## src/rtl/fetch_unit_pkg.sv

```systemverilog
// Shared constants, FSM encoding and small helpers for the instruction fetch stage.
package fetch_unit_pkg;

  // Datapath widths
  localparam int word_w = 32;
  localparam int addr_w = 32;

  // Control encodings
  localparam logic rst_enable  = 1'b1;
  localparam logic rom_enable  = 1'b1;
  localparam logic rom_disable = 1'b0;

  // All-zero word and address, used for bubbles and reset values
  localparam logic [word_w-1:0] zero_word = 32'h0000_0000;
  localparam logic [addr_w-1:0] zero_addr = 32'h0000_0000;

  // Largest value of the delivered-instruction counter
  localparam logic [word_w-1:0] count_max = 32'hFFFF_FFFF;

  // Fixed pc stride between sequential instructions
  localparam logic [addr_w-1:0] pc_step = 32'h0000_0004;

  // Fetch FSM: idle until the first edge out of reset, then fetch forever
  typedef enum logic [0:0] {
    st_idle = 1'b0,
    st_run  = 1'b1
  } fsm_state_e;

  // Force a byte address onto a word boundary
  function automatic logic [addr_w-1:0] word_align(input logic [addr_w-1:0] addr);
    return {addr[addr_w-1:2], 2'b00};
  endfunction

  // Increment that sticks at the maximum instead of wrapping
  function automatic logic [word_w-1:0] sat_inc(input logic [word_w-1:0] value);
    logic [word_w-1:0] result;
    if (value == count_max) begin
      result = value;
    end else begin
      result = value + 32'h0000_0001;
    end
    return result;
  endfunction

endpackage

```

## src/rtl/fetch_unit_if.sv

```systemverilog
// Bus bundle between the fetch stage, instruction memory and decode.
interface fetch_unit_if;
  import fetch_unit_pkg::*;

  // Decode-side control
  logic              stall;
  logic              jump_en;
  logic [addr_w-1:0] jump_addr;
  logic              branch_en;
  logic [addr_w-1:0] branch_addr;

  // Instruction memory
  logic [word_w-1:0] inst_in;
  logic              ce;
  logic [addr_w-1:0] pc;

  // IF/ID register and statistics
  logic [addr_w-1:0] if_pc;
  logic [word_w-1:0] if_inst;
  logic              if_valid;
  logic [word_w-1:0] fetch_count;

  // Fetch unit view
  modport master (
    input  stall, jump_en, jump_addr, branch_en, branch_addr, inst_in,
    output ce, pc, if_pc, if_inst, if_valid, fetch_count
  );

  // Environment view (memory + decode)
  modport slave (
    output stall, jump_en, jump_addr, branch_en, branch_addr, inst_in,
    input  ce, pc, if_pc, if_inst, if_valid, fetch_count
  );

endinterface

```

## src/rtl/fetch_unit_pc_reg.sv

```systemverilog
// Program counter: idle/run FSM, memory enable and next-pc selection.
module pc_reg
  import fetch_unit_pkg::*;
#(
  parameter logic [31:0] RESET_PC = 32'h0000_0000
) (
  input  logic              clk,
  input  logic              rst,
  input  logic              stall,
  input  logic              jump_en,
  input  logic [addr_w-1:0] jump_addr,
  input  logic              branch_en,
  input  logic [addr_w-1:0] branch_addr,
  output logic              ce,
  output logic [addr_w-1:0] pc,
  output logic              redirect
);

  fsm_state_e        state_r;
  fsm_state_e        state_next_s;
  logic [addr_w-1:0] pc_r;
  logic [addr_w-1:0] pc_next_s;
  logic              ce_r;
  logic              redirect_s;

  // FSM state register
  always_ff @(posedge clk) begin
    if (rst == rst_enable) begin
      state_r <= st_idle;
    end else begin
      state_r <= state_next_s;
    end
  end

  // Next state and next pc; jump outranks branch, stall freezes everything
  always_comb begin
    state_next_s = state_r;
    pc_next_s    = pc_r;
    redirect_s   = 1'b0;
    case (state_r)
      st_idle: begin
        state_next_s = st_run;
        pc_next_s    = pc_r;
      end
      st_run: begin
        state_next_s = st_run;
        if (stall) begin
          pc_next_s = pc_r;
        end else if (jump_en) begin
          pc_next_s  = word_align(jump_addr);
          redirect_s = 1'b1;
        end else if (branch_en) begin
          pc_next_s  = word_align(branch_addr);
          redirect_s = 1'b1;
        end else begin
          pc_next_s = pc_r + pc_step;
        end
      end
      default: begin
        state_next_s = st_idle;
        pc_next_s    = RESET_PC;
      end
    endcase
  end

  // Registered pc and memory enable; ce tracks the state being entered
  always_ff @(posedge clk) begin
    if (rst == rst_enable) begin
      pc_r <= RESET_PC;
      ce_r <= rom_disable;
    end else begin
      pc_r <= pc_next_s;
      ce_r <= (state_next_s == st_run) ? rom_enable : rom_disable;
    end
  end

  assign ce       = ce_r;
  assign pc       = pc_r;
  assign redirect = redirect_s;

endmodule

```

## src/rtl/fetch_unit.sv

```systemverilog
// Instruction fetch stage: pc register plus IF/ID register and fetch counter.
module fetch_unit
  import fetch_unit_pkg::*;
#(
  parameter logic [31:0] RESET_PC = 32'h0000_0000
) (
  input logic          clk,
  input logic          rst,
  fetch_unit_if.master bus
);

  logic              ce_s;
  logic [addr_w-1:0] pc_s;
  logic              redirect_s;

  logic [addr_w-1:0] if_pc_r;
  logic [word_w-1:0] if_inst_r;
  logic              if_valid_r;
  logic [word_w-1:0] fetch_count_r;

  pc_reg #(
    .RESET_PC (RESET_PC)
  ) u_pc_reg (
    .clk         (clk),
    .rst         (rst),
    .stall       (bus.stall),
    .jump_en     (bus.jump_en),
    .jump_addr   (bus.jump_addr),
    .branch_en   (bus.branch_en),
    .branch_addr (bus.branch_addr),
    .ce          (ce_s),
    .pc          (pc_s),
    .redirect    (redirect_s)
  );

  // IF/ID capture: bubble while idle, hold on stall, squash on redirect
  always_ff @(posedge clk) begin
    if (rst == rst_enable) begin
      if_pc_r       <= zero_addr;
      if_inst_r     <= zero_word;
      if_valid_r    <= 1'b0;
      fetch_count_r <= zero_word;
    end else if (ce_s != rom_enable) begin
      if_pc_r       <= zero_addr;
      if_inst_r     <= zero_word;
      if_valid_r    <= 1'b0;
      fetch_count_r <= fetch_count_r;
    end else if (bus.stall) begin
      if_pc_r       <= if_pc_r;
      if_inst_r     <= if_inst_r;
      if_valid_r    <= if_valid_r;
      fetch_count_r <= fetch_count_r;
    end else if (redirect_s) begin
      if_pc_r       <= zero_addr;
      if_inst_r     <= zero_word;
      if_valid_r    <= 1'b0;
      fetch_count_r <= fetch_count_r;
    end else begin
      if_pc_r       <= pc_s;
      if_inst_r     <= bus.inst_in;
      if_valid_r    <= 1'b1;
      fetch_count_r <= sat_inc(fetch_count_r);
    end
  end

  assign bus.ce          = ce_s;
  assign bus.pc          = pc_s;
  assign bus.if_pc       = if_pc_r;
  assign bus.if_inst     = if_inst_r;
  assign bus.if_valid    = if_valid_r;
  assign bus.fetch_count = fetch_count_r;

endmodule

```

## src/flat_wrapper.sv

```systemverilog
// flat-port wrapper written by rule: the top's interface ports become plain ports
module fetch_unit_flat import fetch_unit_pkg::*;
#(
  parameter logic [31:0] RESET_PC = 32'h0000_0000
)
  (clk, rst, bus_stall, bus_jump_en, bus_jump_addr, bus_branch_en, bus_branch_addr, bus_inst_in, bus_ce, bus_pc, bus_if_pc, bus_if_inst, bus_if_valid, bus_fetch_count);
  fetch_unit_if bus_i ();
  input logic clk;
  input logic rst;
  input wire logic [$bits(bus_i.stall)-1:0] bus_stall;
  input wire logic [$bits(bus_i.jump_en)-1:0] bus_jump_en;
  input wire logic [$bits(bus_i.jump_addr)-1:0] bus_jump_addr;
  input wire logic [$bits(bus_i.branch_en)-1:0] bus_branch_en;
  input wire logic [$bits(bus_i.branch_addr)-1:0] bus_branch_addr;
  input wire logic [$bits(bus_i.inst_in)-1:0] bus_inst_in;
  output wire logic [$bits(bus_i.ce)-1:0] bus_ce;
  output wire logic [$bits(bus_i.pc)-1:0] bus_pc;
  output wire logic [$bits(bus_i.if_pc)-1:0] bus_if_pc;
  output wire logic [$bits(bus_i.if_inst)-1:0] bus_if_inst;
  output wire logic [$bits(bus_i.if_valid)-1:0] bus_if_valid;
  output wire logic [$bits(bus_i.fetch_count)-1:0] bus_fetch_count;
  assign bus_i.stall = bus_stall;
  assign bus_i.jump_en = bus_jump_en;
  assign bus_i.jump_addr = bus_jump_addr;
  assign bus_i.branch_en = bus_branch_en;
  assign bus_i.branch_addr = bus_branch_addr;
  assign bus_i.inst_in = bus_inst_in;
  assign bus_ce = bus_i.ce;
  assign bus_pc = bus_i.pc;
  assign bus_if_pc = bus_i.if_pc;
  assign bus_if_inst = bus_i.if_inst;
  assign bus_if_valid = bus_i.if_valid;
  assign bus_fetch_count = bus_i.fetch_count;
  fetch_unit #(.RESET_PC(RESET_PC)) u_core (.clk(clk), .rst(rst), .bus(bus_i));
endmodule
```

## config.mk

```make
export PLATFORM = sky130hd
export DESIGN_NAME = fetch_unit_flat
export DESIGN_NICKNAME = d
export VERILOG_FILES = /design/src/rtl/fetch_unit_pkg.sv /design/src/rtl/fetch_unit_if.sv /design/src/rtl/fetch_unit_pc_reg.sv /design/src/rtl/fetch_unit.sv /design/src/flat_wrapper.sv
export SDC_FILE = /design/constraint.sdc
export NUM_CORES = 1
export LEC_CHECK = 0
export ABC_CLOCK_PERIOD_IN_PS = 2700
export BUFFER_PORTS_ARGS = -buffer_cell sky130_fd_sc_hd__buf_2
export CORE_MARGIN = 2
export CORE_UTILIZATION = 49
export DETAILED_ROUTE_END_ITERATION = 12
export PLACE_DENSITY = 0.81
export SYNTH_ARGS = -nofsm -noshare
export SYNTH_HDL_FRONTEND = slang
export SYNTH_SLANG_ARGS = --single-unit
```

## constraint.sdc

```tcl
create_clock -name clk -period 2.7 [get_ports clk]
set_input_delay 0.405 -clock clk [delete_from_list [all_inputs] [get_ports clk]]
set_output_delay 0.405 -clock clk [all_outputs]
set_load 0.01 [all_outputs]
```

# After elaboration in Yosys (flattened, before gate mapping)
# Cells that the tools add are included.
# word_totals
register_bits	130
in_bits	101
output_inout_bits	130
wordCells	29
# op_classes
add_sub_neg	2
eq_ne	2
mux	12
bitwise_logic	4
reduce_logical	3
# ops
operator	n
2-to-1 mux 32 bit	6
adder 32 x 1 -> 32 bit, second input constant	1
adder 32 x 3 -> 32 bit, second input constant	1
equality test 32 bit, second input constant	1
2-to-1 mux 1 bit	6
inverter 1 bit	4
AND reduction 4 bit	1
inequality test 2 bit, second input constant	1
AND reduction 2 bit	1
OR reduction 2 bit	1

# Logic depth before layout (Yosys ltp)
# depth
depth_word	6
mapped_depth	8
mapped_depth_nobuf	6

# By module
# From an unflattened synthesis, not the netlist that was laid out.
# hier_totals
cells_unflattened	731
area_unflattened_um2	6138.4
# by_module_without_submodules
mod	n_inst	cells_per_inst	area_per_inst_um2	seq_area_each_um2
fetch_unit	1	414	3728.6	1941.9
pc_reg	1	317	2409.8	620.6

# Worst setup path after synthesis
# No wires, ideal clock.
# synth_path
path_type	in2reg
from	input bus_branch_en
to	register u_core.fetch_count_r[30], in the netlist u_core.bus.fetch_count[30]
setup_ps	70
t_arrival_ps	2033
slack_ps	597
cell_stages	6
cell_sequence	buf_6 -> or4b_4 -> nor4_2 -> nand4_2 -> or4_1 -> a21oi_1
# synth_via
elab_chain_len	6
# synth_rtl
item	line_no	text
start, declared	flat_wrapper.sv:13	input wire logic [$bits(bus_i.branch_en)-1:0] bus_branch_en;
2-to-1 mux 1 bit	fetch_unit_pc_reg.sv:52	end else if (branch_en) begin
2-to-1 mux 1 bit	fetch_unit_pc_reg.sv:49	end else if (jump_en) begin
2-to-1 mux 1 bit	fetch_unit_pc_reg.sv:47	if (stall) begin
2-to-1 mux 1 bit	fetch_unit_pc_reg.sv:40	case (state_r)
inverter 1 bit (no source line)	-	
AND reduction 4 bit (no source line)	-	
end signal, assigned	fetch_unit.sv:42	fetch_count_r <= zero_word;
end signal, assigned	fetch_unit.sv:47	fetch_count_r <= fetch_count_r;
end signal, assigned	fetch_unit.sv:52	fetch_count_r <= fetch_count_r;
end, declared	fetch_unit.sv:19	logic [word_w-1:0] fetch_count_r;
# No other way between the ends.
# A chain may end at the register's enable or synchronous reset.

# Worst setup path after layout
# layout_path
from	register u_core.fetch_count_r[0], in the netlist u_core.bus.fetch_count[0]
to	register u_core.fetch_count_r[5], in the netlist u_core.bus.fetch_count[5]
# layout_via
elab_chain_len	3
word_cells_on_any_way	4
cone_classes	add/sub: 1; eq/ne: 1; bitwise: 1; reduce/logical: 1
# layout_rtl
item
parallel branches: the longest is 3 deep, another holds adder 32 x 1 -> 32 bit
# Parallel ways; which one is timed is not known.

==> summary.txt <==
Critical path
  • CP max-delay cell: and4bb_2
  • CP dominant cell by count: and3_1
  • Maximum fanout along the worst path: 34
  • Critical Path Source Type: register
  • Setup Crit Path Kind: reg2reg
  • Delay of the slowest critical-path stage: 410 ps
  • Critical path required time: 3000 ps
  • Critical path cell sequence: ha_1 > and3_1 > and3_1 > and4bb_2 > nor4b_1 > mux2_2
  • Type of destination of the critical path: register
  • Worst path arrival time: between 2000 and 3000 ps
  • R2R cell count: 6
  • Family with the most delay on the worst path: simple AND/OR/NAND/NOR gates
  • CP Depth: 6
  • Worst path bufs/invs: 0

Power
  • Sw power: 1080 uW
  • Reg power frac: 0.419
  • Clock Power Share: 0.507
  • Comb power frac: 0.075
  • Power Dens Cells: ~600 nW/um^2
  • Maximum VDD drop: slightly below 0.0005 V
  • Leakage power: 0.00329 uW
  • Sw Ratio: 0.230
  • Power Internal: 3600 uW

Routing
  • Via/cell ratio: 6.05
  • Post-DRT Antenna Nets: 0
  • Pre-antenna DRT Iters: 8
  • Final wirelength: between 15,000 and 20,000 microns
  • WL per Instance: 18.1 microns
  • Total number of vias: around 6,000
  • Drt drc: 0
  • DRT iter0 DRCs: approximately 490

Logic synthesis
  • Yosys warnings: 0
  • Synth unique cells: 62
  • Count leader, synth: dfxtp_1
  • Register bit total from synthesis: 127
  • EDFF count, synth: 0
  • Synth area leaders: dfxtp_1 44%, a22o_1 9.9%, a21oi_1 5.3%
  • Most frequent cells after synthesis: 127 x dfxtp_1, 65 x a22o_1, 61 x a21oi_1
  • Syn_area_per_cell: roughly 9 sq um
  • Area share of the largest cell type after synthesis: 0.443
  • Most used flip-flop cell after synthesis: dfxtp_1
  • Post-synthesis cell area: between 5000 and 6000 sq um
  • Syn Inst Count: roughly 650
  • Cell taking the most area after synthesis: dfxtp_1
  • Async set-reset flop share out of synthesis: 0
  • XOR/XNOR Fraction of Synth Area: 0.0107
  • Simple-Gate Fraction of Synth Area: 0.192
  • Sequential-to-total area share from yosys stat: 0.443
  • Combinational family with the most area after synthesis: compound AO/OA/AOI/OAI gates
  • Mux cell area share after synthesis: 0.00895
  • Adder-Cell Fraction of Synth Area: 0.00436
  • Synth Area in Compound Gates: 0.293

Clock tree
  • Clock slew at reported path FFs: ~60 ps
  • Worst skew pair latency: about 420 ps
  • Clock Path Buffers: 2
  • Post-CTS Hold Buffers: 0
  • Root Driver: clkbuf_16
  • CTS Sinks: 127
  • H-tree depth: 4
  • CTS tree: built
  • Cts repair resizes: 0
  • Post CTS Setup Buffer Count: 0
  • CTS buffer count: 17

Floorplanning
  • Total die area: approximately 13,000 sq um
  • Row cnt: 39
  • Die width: roughly 110 microns
  • Core area: 11,400 sq um
  • Die Ht: between 100 and 150 microns
  • Top-Level Pins: ~230
  • Initial Util: 0.502

Layout
  • Area growth from synthesis to final layout: 32.7%
  • Final #Nets: 961
  • Fillers: between 900 and 1,000
  • Post-route cell area: 7610 sq um
  • Layout cells sized above 1: 0.333

Global route
  • First-pass GRT wire length: between 20,000 and 30,000 microns
  • Global route overflow: 0
  • Initial antenna violation count: 4
  • Largest net degree at the start of global routing: 64
  • GRT Util Overall: 0.284
  • Via count of the first global-routing pass: between 5,000 and 6,000

Timing
  • Period utilization: 0.842
  • Worst slew pin tran: 1170 ps
  • Setup TNS: 0 ps
  • Post-layout min period: around 2300 ps
  • RSZ-0062 raised after global routing: no
  • Slew margin rel.: 0.223
  • Final Skew: around 8.3 ps
  • Fin. max-slew vios: 0
  • # setup viols final: 0
  • F_max: around 0.44 GHz
  • Hold Vio Cnt, Final: 0

Job
  • Max_cap viols: 0

Placement
  • Cell Area, Placed: 6980 sq um
  • Port Buf Inserts: 224
  • Final Wtd Congestion: 0.841
  • DP Wirelength: between 10,000 and 15,000 microns

Worst hold path
  • Min-delay worst type: in2reg
  • Hold Path Cell Cnt: 2

Status
  • Outcome: complete, no violations
## cells in the final DEF (no fill, tap or decap), types with 5 or more instances in the layout
| cell type | count |
|---|---|
| nand2b_1 | 5 |
| dfxtp_1 | 127 |
| diode_2 | 5 |
| o21a_1 | 5 |
| clkbuf_16 | 17 |
| buf_2 | 224 |
| a21oi_1 | 61 |
| nand3_1 | 29 |
| and3_1 | 11 |
| nor3_1 | 8 |
| nand4_1 | 12 |
| or4_1 | 7 |
| a31oi_1 | 9 |
| inv_1 | 13 |
| o31ai_1 | 5 |
| a211oi_1 | 7 |
| nor2_1 | 24 |
| nor4_1 | 6 |
| o21ai_0 | 45 |
| nand2_1 | 37 |
| o211ai_1 | 7 |
| or3_1 | 28 |
| a22oi_1 | 7 |
| buf_4 | 17 |
| a22o_1 | 65 |
## routing by layer
metal	part of all wire	GRT usage
met2	0.46	0.450
met5	0	0
met3	0.082	0.0810
met4	0.041	0.150
met1	0.42	0.353
## cells by family (layout without fill, tap and decap cells)
kind of cell             count (synthesis)  after routing
multiplexers                             5              5
AO/OA/AOI/OAI                          244            244
flip-flops                             127            127
other                                    1              7
AND/OR/NAND/NOR                        197            197
adder cells (fa/ha/maj)                  2              2
buffers and inverters                   63            287
XOR/XNOR                                 7              7
## power by group through the flow
stage	registers [uW]	clock network, uW	logic, uW
final	1960	2370	350
after global routing	1970	2480	380
after CTS	1960	2390	347
after detailed placement	2000	0	344
after global placement	2000	0	336
after floorplan	2000	0	174
## layout make-up
| cell class | instances | area, sq um | share of cell area |
|---|---|---|---|
| Multi-Input combinational cell | 457 | 2940 | 0.386 |
| Timing Repair Buffer | 242 | 1270 | 0.167 |
| Clock inverter | 10 | 134 | 0.0176 |
| Tap cell | 143 | 179 | 0.0235 |
| Clock buffer | 22 | 484 | 0.0636 |
| Antenna cell | 5 | 12.5 | 0.00164 |
| Sequential cell | 127 | 2540 | 0.334 |
| Inverter | 13 | 48.8 | 0.00641 |
## metrics by stage
stage | total power (uW) | cells | utilization | setup slack [ps] | hold slack, ps
floorplan | 2170 | 647 | - | 597 | 511
global placement | 2330 | 982 | 0.611 | 373 | 455
detailed placement | 2340 | 982 | 0.611 | 338 | 458
CTS | 4690 | 1014 | 0.665 | 438 | 186
global route | 4820 | 1017 | 0.666 | 254 | 188
finish | 4680 | 1019 | 0.667 | 427 | 198
## final timing paths
check | to | startpoint | slack (ps)
worst max-delay path | u_core.bus.fetch_count[5] | u_core.bus.fetch_count[0] | 430
worst min-delay path | u_core.bus.if_inst[27] | bus_inst_in[27] | 200
worst max register to register | u_core.bus.fetch_count[5] | u_core.bus.fetch_count[0] | 430
worst min register to register | u_core.bus.if_inst[27] | u_core.bus.if_inst[27] | 470
Power figures use the tool's default switching activity.
